### src/rtl/axi_lite_rw_master.sv
// -----------------------------------------------------------------------------
// axi_lite_rw_master
//
// Single-outstanding AXI4-Lite master that serves both loads and stores from
// one request port. A request is accepted while ready=1. Writes drive AW and W
// together and let each channel complete on its own. The B response is then
// collected. Reads drive AR and then collect R. Completion is reported with a
// one-cycle done pulse. resp_err is qualified by done.
//
// Optional build macro: AXI_TIMEOUT_EN
//   When defined, a transaction that has not completed TIMEOUT_CYCLES cycles
//   after accept is abandoned. It is then reported as done with resp_err=1.
//   When undefined, the block waits indefinitely.
//
// Ports
//   clk, rst                 clock, synchronous active-high reset
//   start_read, start_write  request strobes (write wins if both are high)
//   req_addr                 request address, sampled at accept
//   write_data, write_strb   write payload and byte enables, sampled at accept
//   ready                    idle, a request can be accepted this cycle
//   done                     one-cycle completion pulse
//   read_valid               one-cycle pulse, read_data updated this cycle
//   read_data                last read result, held until the next read
//   resp_err                 with done: slave error response or timeout
//   m_axil_*                 AXI4-Lite master interface (AW, W, B, AR, R)
// -----------------------------------------------------------------------------
module axi_lite_rw_master #(
    parameter  int DATA_WIDTH     = 32,
    parameter  int ADDR_WIDTH     = 5,
    parameter  int TIMEOUT_CYCLES = 256,
    localparam int STRB_WIDTH     = DATA_WIDTH / 8
) (
    input  logic                  clk,
    input  logic                  rst,
    input  logic                  start_read,
    input  logic                  start_write,
    input  logic [ADDR_WIDTH-1:0] req_addr,
    input  logic [DATA_WIDTH-1:0] write_data,
    input  logic [STRB_WIDTH-1:0] write_strb,
    output logic                  ready,
    output logic                  done,
    output logic                  read_valid,
    output logic [DATA_WIDTH-1:0] read_data,
    output logic                  resp_err,
    output logic                  m_axil_awvalid,
    input  logic                  m_axil_awready,
    output logic [ADDR_WIDTH-1:0] m_axil_awaddr,
    output logic                  m_axil_wvalid,
    input  logic                  m_axil_wready,
    output logic [DATA_WIDTH-1:0] m_axil_wdata,
    output logic [STRB_WIDTH-1:0] m_axil_wstrb,
    input  logic                  m_axil_bvalid,
    output logic                  m_axil_bready,
    input  logic [1:0]            m_axil_bresp,
    output logic                  m_axil_arvalid,
    input  logic                  m_axil_arready,
    output logic [ADDR_WIDTH-1:0] m_axil_araddr,
    input  logic                  m_axil_rvalid,
    output logic                  m_axil_rready,
    input  logic [DATA_WIDTH-1:0] m_axil_rdata,
    input  logic [1:0]            m_axil_rresp
);

    // Elaboration-time parameter sanity checks.
    if (DATA_WIDTH % 8 != 0) begin : g_bad_data_width
        $error("DATA_WIDTH must be a multiple of 8");
    end
    if (TIMEOUT_CYCLES < 2) begin : g_bad_timeout
        $error("TIMEOUT_CYCLES must be >= 2");
    end

    typedef enum logic [2:0] {
        IDLE,
        WR_REQ,
        WR_RESP,
        RD_REQ,
        RD_RESP
    } state_t;

    state_t                r_state,      w_state_next;
    logic                  r_awvalid,    w_awvalid_next;
    logic                  r_wvalid,     w_wvalid_next;
    logic                  r_bready,     w_bready_next;
    logic                  r_arvalid,    w_arvalid_next;
    logic                  r_rready,     w_rready_next;
    logic                  r_done,       w_done_next;
    logic                  r_read_valid, w_read_valid_next;
    logic                  r_resp_err,   w_resp_err_next;
    logic [DATA_WIDTH-1:0] r_read_data,  w_read_data_next;
    logic [ADDR_WIDTH-1:0] r_awaddr,     w_awaddr_next;
    logic [ADDR_WIDTH-1:0] r_araddr,     w_araddr_next;
    logic [DATA_WIDTH-1:0] r_wdata,      w_wdata_next;
    logic [STRB_WIDTH-1:0] r_wstrb,      w_wstrb_next;

    // A write channel is finished once its valid has dropped, or when it
    // handshakes this cycle.
    logic w_aw_ok, w_w_ok;
    assign w_aw_ok = !r_awvalid || m_axil_awready;
    assign w_w_ok  = !r_wvalid  || m_axil_wready;

`ifdef AXI_TIMEOUT_EN
    localparam int TIMER_W = $clog2(TIMEOUT_CYCLES + 1);

    logic [TIMER_W-1:0] r_timer;
    logic               w_timeout;

    // The counter is held at zero in IDLE, so it starts from zero at accept.
    // It saturates at TIMEOUT_CYCLES. Expiry is acted on in the following cycle.
    assign w_timeout = (r_state != IDLE) && (r_timer == TIMER_W'(TIMEOUT_CYCLES));

    always_ff @(posedge clk) begin
        if (rst || r_state == IDLE) begin
            r_timer <= '0;
        end else if (!w_timeout) begin
            r_timer <= r_timer + 1'b1;
        end
    end
`endif

    always_comb begin
        // NOTE: every next-state value gets a default first. No path through
        // the case statement can leave one unassigned, so no latch is inferred.
        w_state_next      = r_state;
        w_awvalid_next    = r_awvalid;
        w_wvalid_next     = r_wvalid;
        w_bready_next     = r_bready;
        w_arvalid_next    = r_arvalid;
        w_rready_next     = r_rready;
        w_done_next       = 1'b0;
        w_read_valid_next = 1'b0;
        w_resp_err_next   = 1'b0;
        w_read_data_next  = r_read_data;
        w_awaddr_next     = r_awaddr;
        w_araddr_next     = r_araddr;
        w_wdata_next      = r_wdata;
        w_wstrb_next      = r_wstrb;

        unique case (r_state)
            IDLE: begin
                if (start_write) begin
                    w_awaddr_next  = req_addr;
                    w_wdata_next   = write_data;
                    w_wstrb_next   = write_strb;
                    w_awvalid_next = 1'b1;
                    w_wvalid_next  = 1'b1;
                    w_state_next   = WR_REQ;
                end else if (start_read) begin
                    w_araddr_next  = req_addr;
                    w_arvalid_next = 1'b1;
                    w_state_next   = RD_REQ;
                end
            end
            WR_REQ: begin
                if (r_awvalid && m_axil_awready) w_awvalid_next = 1'b0;
                if (r_wvalid  && m_axil_wready)  w_wvalid_next  = 1'b0;
                if (w_aw_ok && w_w_ok) begin
                    w_bready_next = 1'b1;
                    w_state_next  = WR_RESP;
                end
            end
            WR_RESP: begin
                if (m_axil_bvalid && r_bready) begin
                    w_bready_next   = 1'b0;
                    w_done_next     = 1'b1;
                    w_resp_err_next = (m_axil_bresp != 2'b00);
                    w_state_next    = IDLE;
                end
            end
            RD_REQ: begin
                if (r_arvalid && m_axil_arready) begin
                    w_arvalid_next = 1'b0;
                    w_rready_next  = 1'b1;
                    w_state_next   = RD_RESP;
                end
            end
            RD_RESP: begin
                if (m_axil_rvalid && r_rready) begin
                    w_read_data_next  = m_axil_rdata;
                    w_read_valid_next = 1'b1;
                    w_done_next       = 1'b1;
                    w_resp_err_next   = (m_axil_rresp != 2'b00);
                    w_rready_next     = 1'b0;
                    w_state_next      = IDLE;
                end
            end
            default: w_state_next = IDLE;
        endcase

`ifdef AXI_TIMEOUT_EN
        // A completion in the expiry cycle has already moved next state to
        // IDLE, so the normal completion takes priority over the timeout.
        if (w_timeout && w_state_next != IDLE) begin
            w_awvalid_next    = 1'b0;
            w_wvalid_next     = 1'b0;
            w_bready_next     = 1'b0;
            w_arvalid_next    = 1'b0;
            w_rready_next     = 1'b0;
            w_done_next       = 1'b1;
            w_resp_err_next   = 1'b1;
            w_read_valid_next = 1'b0;
            w_state_next      = IDLE;
        end
`endif
    end

    always_ff @(posedge clk) begin
        // NOTE: state registers use non-blocking assignments, so every
        // register samples values from before this edge.
        if (rst) begin
            r_state      <= IDLE;
            r_awvalid    <= 1'b0;
            r_wvalid     <= 1'b0;
            r_bready     <= 1'b0;
            r_arvalid    <= 1'b0;
            r_rready     <= 1'b0;
            r_done       <= 1'b0;
            r_read_valid <= 1'b0;
            r_resp_err   <= 1'b0;
            r_read_data  <= '0;
            r_awaddr     <= '0;
            r_araddr     <= '0;
            r_wdata      <= '0;
            r_wstrb      <= '0;
        end else begin
            r_state      <= w_state_next;
            r_awvalid    <= w_awvalid_next;
            r_wvalid     <= w_wvalid_next;
            r_bready     <= w_bready_next;
            r_arvalid    <= w_arvalid_next;
            r_rready     <= w_rready_next;
            r_done       <= w_done_next;
            r_read_valid <= w_read_valid_next;
            r_resp_err   <= w_resp_err_next;
            r_read_data  <= w_read_data_next;
            r_awaddr     <= w_awaddr_next;
            r_araddr     <= w_araddr_next;
            r_wdata      <= w_wdata_next;
            r_wstrb      <= w_wstrb_next;
        end
    end

    assign ready          = (r_state == IDLE);
    assign done           = r_done;
    assign read_valid     = r_read_valid;
    assign read_data      = r_read_data;
    assign resp_err       = r_resp_err;
    assign m_axil_awvalid = r_awvalid;
    assign m_axil_awaddr  = r_awaddr;
    assign m_axil_wvalid  = r_wvalid;
    assign m_axil_wdata   = r_wdata;
    assign m_axil_wstrb   = r_wstrb;
    assign m_axil_bready  = r_bready;
    assign m_axil_arvalid = r_arvalid;
    assign m_axil_araddr  = r_araddr;
    assign m_axil_rready  = r_rready;

endmodule
### config.mk
export PLATFORM = sky130hd
export DESIGN_NAME = axi_lite_rw_master
export DESIGN_NICKNAME = d
export VERILOG_FILES = /design/src/rtl/axi_lite_rw_master.sv
export SDC_FILE = /design/constraint.sdc
export NUM_CORES = 1
export LEC_CHECK = 0
export CORE_MARGIN = 2
export CORE_UTILIZATION = 29
export CTS_CLUSTER_SIZE = 40
export DETAILED_ROUTE_END_ITERATION = 10
export HOLD_SLACK_MARGIN = 0.06
export SYNTH_ARGS = -nofsm -noshare
export SYNTH_HDL_FRONTEND = slang
export SYNTH_SLANG_ARGS = --single-unit
### constraint.sdc
create_clock -name clk -period 1.65 [get_ports clk]
set_input_delay 0.33 -clock clk [delete_from_list [all_inputs] [get_ports clk]]
set_output_delay 0.33 -clock clk [all_outputs]
set_load 0.005 [all_outputs]
== Word level (Yosys, flattened, before mapping) ==
Index checks and enable logic that the tools add are counted.
Operators by class
  reduce and logical (&&, ||, !) cells: 27
  bitwise operators: 2
  eq/ne operators: 14
  multiplexer cells: 28
Operators by type and width (count)
  2-to-1 mux 3 bit: 6
  != test 2 bit (second input constant): 9
  case mux 3 bit (5 select lines): 1
  AND reduction 3 bit: 5
  2-to-1 mux 1 bit: 14
  case mux 1 bit (2 select lines): 7
  nonzero test 2 bit: 6
  equality test 3 x 2 -> 1 bit (second input constant): 2
  logical AND 1 bit: 6
  AND reduction 5 bit: 1
  AND reduction 2 bit: 2
  AND reduction 4 bit: 1
  equality test 3 x 1 -> 1 bit (second input constant): 1
  equality test 3 bit (second input constant): 1
  zero test 3 bit: 1
  != test 3 bit (second input constant): 1
  zero test 1 bit: 2
  logical OR 1 bit: 2
  inverter 1 bit: 2
  OR reduction 2 bit: 1
Storage, ports and cells
  register bits after elaboration: 89
  word-level logic and storage cells: 85
  output and inout port bits: 87

== Depth between registers and ports, before layout ==
Gate-level depths: netlist of run 1.
  word-level depth: 5
  mapped depth: 6
  depth with buffers taken out: 4

== Least setup slack after synthesis of run 1 ==
OpenSTA, ideal clock, no wires.
  path kind: reg-to-reg
  start: register r_state[2]
  end: register r_resp_err (netlist: resp_err)
  arrival time: 1241 ps
  period minus slack after synthesis: 1344 ps
  data required time: 1547 ps
  cell stages (with the launch flop): 5
  path slack: 306 ps
  buffers on the path: 0
  path through: dfxtp_1 -> nor3b_2 -> nand3_2 -> o32a_1 -> a2111oi_2
On the way
  cells in the longest elaborated chain, start to end: 2
  elaborated cells between the ends (all ways): 3
  those cells by class: eq/ne (2); mux (1)
RTL lines
  start: declaration: RTL line 80  | state_t r_state, w_state_next;
  start signal: assignment: RTL line 225  | r_state <= w_state_next;
  equality test 3 bit / equality test 3 x 2 -> 1 bit (equally long branches): RTL line 138  | unique case (r_state)
  case mux 1 bit (2 select lines) (*): RTL line 138
  end signal: assignment: RTL line 233  | r_resp_err <= w_resp_err_next;
  end: declaration: RTL line 88  | logic r_resp_err, w_resp_err_next;
Mark *: on every way between the ends. The rest lies on a longest branch, timed or not.
A chain may end at the register's enable or synchronous reset.

== Final worst setup path of run 1 ==
  start: register r_arvalid (netlist: m_axil_arvalid)
  end: output m_axil_arvalid
RTL lines
  start: declaration: RTL line 84  | logic r_arvalid, w_arvalid_next;
  start signal: assignment: RTL line 229  | r_arvalid <= w_arvalid_next;
  end: declaration: RTL line 55  | output logic m_axil_arvalid,
No word-level cell between the ends.

==> metrics.md, run 1 <==
| Metric | Value |
|---|---|
| Vias per inst | `4.52` |
| Root buffer cell | `clkbuf_8` |
| Routed Antenna Nets | `0` |
| Layout cell share with drive strength beyond 1 | `0.0623` |
| PD cells | `between 800 and 900 mW/mm^2` |
| Largest net degree at the start of global routing | `50` |
| Slowest cell on crit path | `clkdlybuf4s50_1` |
| Gr ovfl total | `0` |
| Worst min-delay path startpoint | `rst` |
| CTS tree | `done` |
| Clock sinks | `between 80 and 90` |
| Reg2reg start | `r_state[0]$_SDFFE_PP0P_` |
| Leakage power | `between 1.5 and 2 nW` |
| Worst Reg-to-Reg Cells | `5` |
| Final number of setup-violating endpoints | `0` |
| Dpl hpwl | `6710 um` |
| Reg2reg setup slack | `0.14 ns` |
| Final min period | `1.58 ns` |
| Fmax | `635 MHz` |
| Worst setup SP type | `flop` |
| Period utilisation layout | `0.955` |
| RSZ-0062 raised after global routing | `no` |
| P_int | `between 0.003 and 0.004 W` |
| Mapped cell area | `0.00318 mm^2` |
| Final wirelength | `~9300 um` |
| Max Cap Viol | `0` |
| Final core utilization | `0.496` |
| Vias | `3244` |
| CP arrival | `1.25 ns` |
| # diodes | `0` |
| Core Area | `0.0108 mm^2` |
| Critical Path RT | `1.32 ns` |
| FF-to-FF End | `resp_err$_SDFF_PP0_` |
| Height of the die | `approximately 110 um` |
| Status | `finished, final reports clean` |
| Die Span X | `109 um` |
| Syn Inst Count | `402` |
| Crit path from | `m_axil_arvalid$_SDFFE_PP0P_` |
| Final Hold Fails | `0` |
| Vias in the first global route | `3095` |
| Gr usage total | `0.159` |
| Buf+Inv Stages, Crit Path | `1` |
| Top delay family on crit path | `buffers and inverters` |
| Residual DRC | `0` |
| Post-synth top area share | `0.560` |
| Starting density of the core | `0.295` |
| Comb pwr share | `0.187` |
| Most frequent cells in the layout | `168 x clkdlybuf4s50_1, 159 x nand2_1, 88 x dfxtp_1` |
| Switching portion of total power | `0.243` |
| Area Overhead vs Synth | `68.4%` |
| Multi-input logic area | `0.00127 mm^2` |
| Ys Warns | `0` |
| Commonest non-fill, non-tap cell in the layout | `clkdlybuf4s50_1` |
| Avg Cell Area, Syn | `7.91 um^2` |
| Clock slew at reported path FFs | `0.08 ns` |
| Net Sw Power | `0.00117 W` |
| Critical path fanouts, max | `3` |
| First-pass GRT wire length | `14700 um` |
| Worst path max stage delay | `0.52 ns` |
| Reg area | `0.00178 mm^2` |
| Row cnt | `38` |
| Initial antenna violation count | `0` |
| Total I/O pin count | `173` |
| Syn Nets | `488` |
| Reg power frac | `0.483` |
| Pre-antenna DRT Iters | `6` |
| Unique masters post-synth | `26` |
| Final nets | `659` |
| Largest cells by area after synthesis | `dfxtp_1 56%, nand2_1 19%, a21oi_1 13%, buf_2 2.2%, clkbuf_1 1.7%` |
| Area leader, netlist | `dfxtp_1` |
| Max clock buf depth | `2` |
| First-iteration detailed-routing DRC count | `178` |
| Critical path, cell by cell | `clkdlybuf4s50_1` |
| Yosys reg bits | `89` |
| Full die area | `0.0118 mm^2` |
| Layout Skew | `0.0113 ns` |
| Num CTS Buffers | `9` |
| Worst hold stages | `2` |
| Clock H-tree levels | `3` |
| Critical path endpoint category | `output pin` |
| Hold EP | `read_data[11]$_SDFFE_PP0P_` |
| Final Slew Violations | `0` |
| Clock network fraction of design power | `0.329` |
| Register area share after synthesis | `0.560` |
| Avg WL per Cell | `13.0 um` |
| PortBufs | `172` |
| Critical path class | `reg2out` |
| Maximum VDD drop | `roughly 350 uV` |
| Worst Hold Class | `in2reg` |
| Max-slew headroom | `0.816` |
| Min Hold Slack | `approximately 0.33 ns` |
| Placer Congestion | `~0.69` |
| Clock Latency Late Sink | `about 0.35 ns` |
| Worst-margin pin slew | `0.276 ns` |
| Fillers | `~1100` |
[per-stage QoR]
step	cell area, um^2	total power (W)	TNS (ns)	std cells	setup slack (ns)
after global placement	5140	0.00328	-0.175	702	-0.0642
after detailed placement	5140	0.00329	-0.244	702	-0.0808
final	5360	0.00481	0	718	0.0746
after CTS	5350	0.00491	0	718	0.0316
after global routing	5360	0.00509	0	718	0.00637
after floorplan	3180	0.00272	0	402	0.306
[layout make-up]
type,count,area share
clock buffers,13,0.0259
clock inverters,3,0.0121
inverters,4,0.00280
multi-input cells,281,0.238
flip-flops and latches,89,0.333
well taps,140,0.0327
repair buffers,188,0.356
[repair_timing]
| item | 4_1_cts | 5_1_grt |
|---|---|---|
| resized for setup | 3 | 3 |
| pin swaps | 1 | 0 |
| setup endpoints to repair | 2 | 4 |
| hold buffers | 0 | 0 |
| setup buffers | 0 | 0 |
[power by group through the flow]
stage / clock, W / combinational (W) / sequential (W)
4_1_cts: 0.00166 / 0.000915 / 0.00233
3_5_place_dp: 0 / 0.000914 / 0.00238
3_3_place_gp: 0 / 0.000908 / 0.00237
5_1_grt: 0.00175 / 0.00100 / 0.00234
2_1_floorplan: 0 / 0.000329 / 0.00239
6_report: 0.00158 / 0.000902 / 0.00233
[flip-flops by register name (all words and copies together), names as in the netlist]
signal / flops
m_axil_bready: 1
m_axil_awaddr: 5
m_axil_awvalid: 1
m_axil_rready: 1
m_axil_wstrb: 4
read_data: 32
m_axil_araddr: 5
m_axil_wvalid: 1
m_axil_arvalid: 1
done: 1
read_valid: 1
r_state: 3
resp_err: 1
m_axil_wdata: 32
[synthesized netlist by cell type]
library cell and n:
clkbuf_1 14, nand2b_1 2, o21ai_0 3, nand2_1 159, or2_2 1, dfxtp_1 89, inv_1 4, buf_2 14
nor2_1 7, a311oi_1 2, o22ai_1 1, a31oi_1 1, a21o_1 1, a211oi_1 1, nand3_1 8, nand3_2 1
nor3_2 1, a2111oi_2 1, o22a_1 1, o32a_1 1, nor3_1 3, a21oi_1 82, and2_1 1, o31a_1 1
nor2b_1 2, nor3b_2 1
[layer usage]
metal  global-route usage  vias up  part of all wire
met5                    0        -                 0
met4               0.0522        0            0.0084
met3               0.0855        6              0.13
met2                0.246      132              0.45
met1                0.189     1461              0.41
li1                     -     1645                 -
[worst reg2reg max path, delay by kind of cell (launching register included)]
| kind | cells | cell delay (ns) |
|---|---|---|
| compound gates | 2 | 0.67 |
| flops | 1 | 0.33 |
| buf+inv | 2 | 0.28 |
| simple gates | 1 | 0.12 |
[cells by family after synthesis]
| group | after synthesis | synth area share |
|---|---|---|
| AND/OR/NAND/NOR | 186 | 0.235 |
| AO/OA/AOI/OAI | 95 | 0.161 |
| flip-flops | 89 | 0.560 |
| buffers and inverters | 32 | 0.0433 |
[worst max path at each step]
stage / to / cells past startpoint / slack, ns
floorplan: resp_err$_SDFF_PP0_ / 4 / 0.31
global placement: resp_err$_SDFF_PP0_ / 4 / -0.06
detailed placement: resp_err$_SDFF_PP0_ / 4 / -0.08
CTS: m_axil_araddr[2] / 1 / 0.03
global route: m_axil_araddr[3] / 1 / 0.006
finish: m_axil_arvalid / 1 / 0.07
(Power assumes the default switching activity.)
==> run 2, diff against run 1 <==
--- a/config.mk
+++ b/config.mk
@@ -10,6 +10,7 @@
 export CTS_CLUSTER_SIZE = 40
 export DETAILED_ROUTE_END_ITERATION = 10
 export HOLD_SLACK_MARGIN = 0.06
+export PLACE_DENSITY = 0.64
 export SYNTH_ARGS = -nofsm -noshare
 export SYNTH_HDL_FRONTEND = slang
 export SYNTH_SLANG_ARGS = --single-unit
==> run 2 against run 1 <==
Effect of this change:
- worst hold slack better by 0.069 ns
- register-to-register slack is essentially flat
- clock power rose by 6%
- power rose by 2.5%
- combinational power rose by 3.2%
- cell area grew 0.68%
- clock skew decreased by 0.0029 ns
==> metrics.md, run 2 (same netlist as run 1, synthesis figures left out) <==
| Metric | Value |
|---|---|
| Gr usage total | `0.159` |
| Routed Antenna Nets | `0` |
| Starting density of the core | `0.295` |
| Layout Skew | `0.00846 ns` |
| Period utilisation layout | `0.959` |
| Vias per inst | `4.53` |
| Final setup TNS | `0 ns` |
| DP Cell Count | `705` |
| CTS tree | `done` |
| Avg WL per Cell | `12.9 um` |
| Placer Congestion | `0.711` |
| Max clock buf depth | `2` |
| Worst Reg-to-Reg Cells | `5` |
| Fmax | `632 MHz` |
| Reg area | `0.00178 mm^2` |
| Met3 Usage GRT | `0.0532` |
| Max Cap Viol | `0` |
| Total I/O pin count | `~170` |
| Final wirelength | `9300 um` |
| Commonest non-fill, non-tap cell in the layout | `clkdlybuf4s50_1` |
| Critical Path RT | `1.32 ns` |
| Worst Hold Class | `in2reg` |
| Slowest cell on crit path | `clkdlybuf4s50_1` |
| Status | `finished, final reports clean` |
| RSZ-0062 raised after global routing | `no` |
| Max-slew headroom | `0.749` |
| Critical Path Stages | `1` |
| Multi-input logic area | `0.00127 mm^2` |
| Area Overhead vs Synth | `69.6%` |
| Non-Filler Instances | `721` |
| Maximum VDD drop | `387 uV` |
| Final nets | `662` |
| Fillers | `1053` |
| Buf+Inv Stages, Crit Path | `1` |
| Met1 Use GR | `0.188` |
| Full die area | `0.0118 mm^2` |
| Num CTS Buffers | `9` |
| Worst-margin pin slew | `0.377 ns` |
| Worst path max stage delay | `between 0.5 and 0.6 ns` |
| Clock slew at reported path FFs | `0.09 ns` |
| Busiest grt layer | `met2` |
| First-iteration detailed-routing DRC count | `~160` |
| Final min period | `1.58 ns` |
| CP arrival | `around 1.3 ns` |
| Core Area | `0.0108 mm^2` |
| Final Hold Fails | `0` |
| Largest net degree at the start of global routing | `46` |
| Vias | `3263` |
| First-pass GRT wire length | `approximately 15000 um` |
| Residual DRC | `0` |
| Worst setup SP type | `flop` |
| Leakage power | `1.88 nW` |
| Top delay family on crit path | `buffers and inverters` |
| Final core utilization | `0.500` |
| Final number of setup-violating endpoints | `0` |
| Total power | `about 0.005 W` |
| Post-CTS setup buffer count | `0` |
| Die Span X | `109 um` |
| Critical path class | `reg2out` |
| Most frequent cells in the layout | `170 x clkdlybuf4s50_1, 159 x nand2_1, 88 x dfxtp_1` |
| Worst hold stages | `2` |
| Initial antenna violation count | `0` |
| Critical path, cell by cell | `clkdlybuf4s50_1` |
| Final Slew Violations | `0` |
| Dpl hpwl | `6680 um` |
| Pre-antenna DRT Iters | `6` |
| Clock sinks | `89` |
| # diodes | `0` |
| Root buffer cell | `clkbuf_8` |
| Met2 Use GR | `0.266` |
| Clock H-tree levels | `3` |
| PD cells | `914 mW/mm^2` |
| Gr ovfl total | `0` |
| Height of the die | `109 um` |
| Layout cell share with drive strength beyond 1 | `0.0706` |
| Critical path endpoint category | `output pin` |
| PortBufs | `~170` |
| Row cnt | `38` |
| Clock Latency Late Sink | `approximately 0.34 ns` |
| Vias in the first global route | `3234` |
| Critical path fanouts, max | `3` |
-- run 2: final timing paths --
kind	startpoint	end	slack (ns)
worst min-delay path	rst	read_data[1]$_SDFFE_PP0P_	0.40
worst max-delay path	m_axil_awvalid$_SDFFE_PP0P_	m_axil_awvalid	0.07
worst max register to register	r_state[0]$_SDFFE_PP0P_	resp_err$_SDFF_PP0_	0.15
worst min register to register	m_axil_wdata[27]$_SDFFE_PP0P_	m_axil_wdata[27]$_SDFFE_PP0P_	0.46
-- run 2: layout make-up --
type,instances,share of cell area
clock inverter,4,0.0139
clock buffer,12,0.0288
timing repair buffer,191,0.356
inverter,4,0.00278
tap,140,0.0325
sequential,89,0.331
multi-input combinational,281,0.235
-- run 2: power breakdown --
part	internal (W)	switching [W]	total [W]	leakage, nW
logic	0.000542	0.000389	0.000931	1.05
clock network	0.000937	0.000740	0.00168	0.109
registers	0.00226	0.0000588	0.00232	0.724
total	0.00374	0.00119	0.00493	1.88
-- run 2: per-stage QoR --
step                setup slack, ns  instance area, um^2  hold WS (ns)
detailed placement          -0.0896                 5160         0.446
finish                       0.0678                 5390         0.397
global route                0.00126                 5390         0.415
CTS                         0.00898                 5390         0.390
floorplan                     0.306                 3180         0.445
global placement            -0.0540                 5160         0.441
-- run 2: per-layer routing --
metal	wire (um)	share of wire
met1	3950	0.42
met2	4330	0.47
met3	895	0.096
met4	124	0.013
met5	0	0
-- run 2: timing repair --
action / CTS / global route
endpoints found under the setup margin: 2 / 1
hold buffers: 0 / 0
resized for setup: 2 / 1
==> run 3, diff against run 2 <==
==> constraint.sdc (replaced) <==
create_clock -name clk -period 1.65 [get_ports clk]
set_input_delay 0.33 -clock clk [delete_from_list [all_inputs] [get_ports clk]]
set_output_delay 0.33 -clock clk [all_outputs]
set_load 0.01 [all_outputs]
==> run 3 against run 2 <==
Effect of this change:
- die area is the same
- sequential share of layout area about the same
- cell area did not move
- utilization stayed put
- critical path type unchanged
- critical endpoint is now m_axil_wvalid
- largest cell class unchanged
- largest power group unchanged
==> metrics.md, run 3 (same netlist as run 1, synthesis figures left out) <==
| Metric | Value |
|---|---|
| Design area | `about 0.0054 mm^2` |
| Fillers | `1082` |
| Layout Skew | `0.00601 ns` |
| Worst setup SP type | `flop` |
| Core Area | `0.0108 mm^2` |
| Critical path endpoint category | `output pin` |
| Net Sw Power | `0.00124 W` |
| Hold Buf Count CTS | `0` |
| Worst Reg-to-Reg Cells | `5` |
| Status | `finished, final reports clean` |
| Critical path fanouts, max | `3` |
| Final Hold Fails | `0` |
| Clock H-tree levels | `3` |
| Placer Congestion | `0.710` |
| PD cells | `910 mW/mm^2` |
| Critical path, cell by cell | `clkdlybuf4s50_1` |
| Min Hold Slack | `0.391 ns` |
| Dpl hpwl | `6700 um` |
| Hold EP | `m_axil_rready$_SDFFE_PP0P_` |
| Largest net degree at the start of global routing | `46` |
| Placed cell areas | `roughly 0.005 mm^2` |
| Gr usage total | `0.158` |
| Starting density of the core | `0.295` |
| Worst path max stage delay | `0.56 ns` |
| Reg2reg start | `r_state[0]$_SDFFE_PP0P_` |
| Height of the die | `109 um` |
| Worst Hold Class | `in2reg` |
| Max Cap Viol | `0` |
| Final min period | `1.60 ns` |
| FF-to-FF End | `resp_err$_SDFF_PP0_` |
| Gr ovfl total | `0` |
| Period utilisation layout | `0.973` |
| Leakage power | `~2.0 nW` |
| Max-slew headroom | `0.735` |
| Worst-margin pin slew | `0.398 ns` |
| Vias | `3277` |
| Num CTS Buffers | `9` |
| Max clock buf depth | `2` |
| CTS tree | `done` |
| Final core utilization | `0.500` |
| Most frequent cells in the layout | `164 x clkdlybuf4s50_1, 159 x nand2_1, 89 x dfxtp_1` |
| Layout cell share with drive strength beyond 1 | `0.0704` |
| Switching portion of total power | `0.253` |
| Row cnt | `38` |
| Die Span X | `109 um` |
| Area Overhead vs Synth | `69.6%` |
| Clock slew at reported path FFs | `~0.09 ns` |
| Worst hold stages | `2` |
| RSZ-0062 raised after global routing | `no` |
| First-iteration detailed-routing DRC count | `152` |
| Critical path class | `reg2out` |
| Clock network fraction of design power | `0.326` |
| Root buffer cell | `clkbuf_8` |
| Routed Antenna Nets | `0` |
| Final nets | `663` |
| Comb pwr share | `0.200` |
| Pre-antenna DRT Iters | `4` |
| Final number of setup-violating endpoints | `0` |
| Critical Path RT | `around 1.3 ns` |
| Avg WL per Cell | `12.8 um` |
| Slowest cell on crit path | `clkdlybuf4s50_1` |
| Final setup TNS | `0 ns` |
| Total I/O pin count | `173` |
| Initial antenna violation count | `0` |
| Full die area | `0.0118 mm^2` |
| Clock sinks | `89` |
| PortBufs | `172` |
| Residual DRC | `0` |
| Reg power frac | `0.474` |
| Maximum VDD drop | `~440 uV` |
| Top delay family on crit path | `buffers and inverters` |
| Worst min-delay path startpoint | `rst` |
| Clock Latency Late Sink | `0.35 ns` |
| First-pass GRT wire length | `around 15000 um` |
| Fmax | `623 MHz` |
| Vias per inst | `approximately 4.5` |
| P_int | `0.00367 W` |
| Vias in the first global route | `3218` |
| Reg2reg setup slack | `0.10 ns` |
| # diodes | `0` |
| Final wirelength | `9240 um` |
| Final Slew Violations | `0` |
| CP arrival | `around 1.3 ns` |
| Buf+Inv Stages, Crit Path | `1` |
| Commonest non-fill, non-tap cell in the layout | `clkdlybuf4s50_1` |
[run 3: cell types whose count changed in the layout (fill, tap and decap cells not counted)]
cell             delta
dfxtp_2             -1
buf_4               +1
clkbuf_1            +1
clkinv_2            +1
clkdlybuf4s15_2     +1
dlygate4sd2_1       +1
dlymetal6s2s_1      +5
clkdlybuf4s50_1     -6
clkdlybuf4s15_1     -1
clkbuf_8            -2
dfxtp_1             +1
[run 3: area by class of cell]
class / instances / area, um^2 / share of cell area
inverter: 4 / 15.0 / 0.00278
clock inverter: 5 / 80.1 / 0.0148
sequential: 89 / 1780 / 0.330
clock buffer: 11 / 131 / 0.0244
multi-input combinational: 281 / 1270 / 0.235
timing repair buffer: 192 / 1940 / 0.360
tap: 140 / 175 / 0.0325
[run 3: per-layer routing]
metal / vias up / track usage / wire length (um) / part of all wire
met3: 11 / 0.0580 / 899 / 0.097
li1: 1660 / - / - / -
met1: 1490 / 0.178 / 3850 / 0.42
met5: - / 0 / 0 / 0
met2: 116 / 0.266 / 4330 / 0.47
met4: 0 / 0.0733 / 163 / 0.018
[run 3: worst max-delay path by stage]
stage	start	to	cells past startpoint
5_1_grt	r_state[1]$_SDFFE_PP0P_	ready	3
2_1_floorplan	r_state[2]$_SDFFE_PP0P_	resp_err$_SDFF_PP0_	4
6_report	m_axil_wvalid$_SDFFE_PP0P_	m_axil_wvalid	1
4_1_cts	m_axil_arvalid$_SDFFE_PP0P_	m_axil_arvalid	1
3_3_place_gp	m_axil_bvalid	resp_err$_SDFF_PP0_	4
3_5_place_dp	m_axil_bvalid	resp_err$_SDFF_PP0_	4
[run 3: per-stage QoR]
stage	cells	setup WS, ns	total power [W]
2_1_floorplan	402	0.303	0.00276
3_3_place_gp	704	-0.0487	0.00333
3_5_place_dp	704	-0.128	0.00335
4_1_cts	720	0.0000373	0.00498
5_1_grt	722	0.000399	0.00517
6_report	722	0.0453	0.00490
[run 3: timing repair]
item,in CTS,in global routing
cloned,0,0
gates resized for setup,4,5
endpoints found under the setup margin,2,6
setup buffers,0,2
[run 3: power groups by stage]
stage / Clock, W / Sequential (W) / Combinational (W)
final: 0.00160 / 0.00232 / 0.000982
after global routing: 0.00176 / 0.00234 / 0.00108
after global placement: 0 / 0.00237 / 0.000965
after CTS: 0.00167 / 0.00232 / 0.000980
after detailed placement: 0 / 0.00237 / 0.000977
after floorplan: 0 / 0.00243 / 0.000331
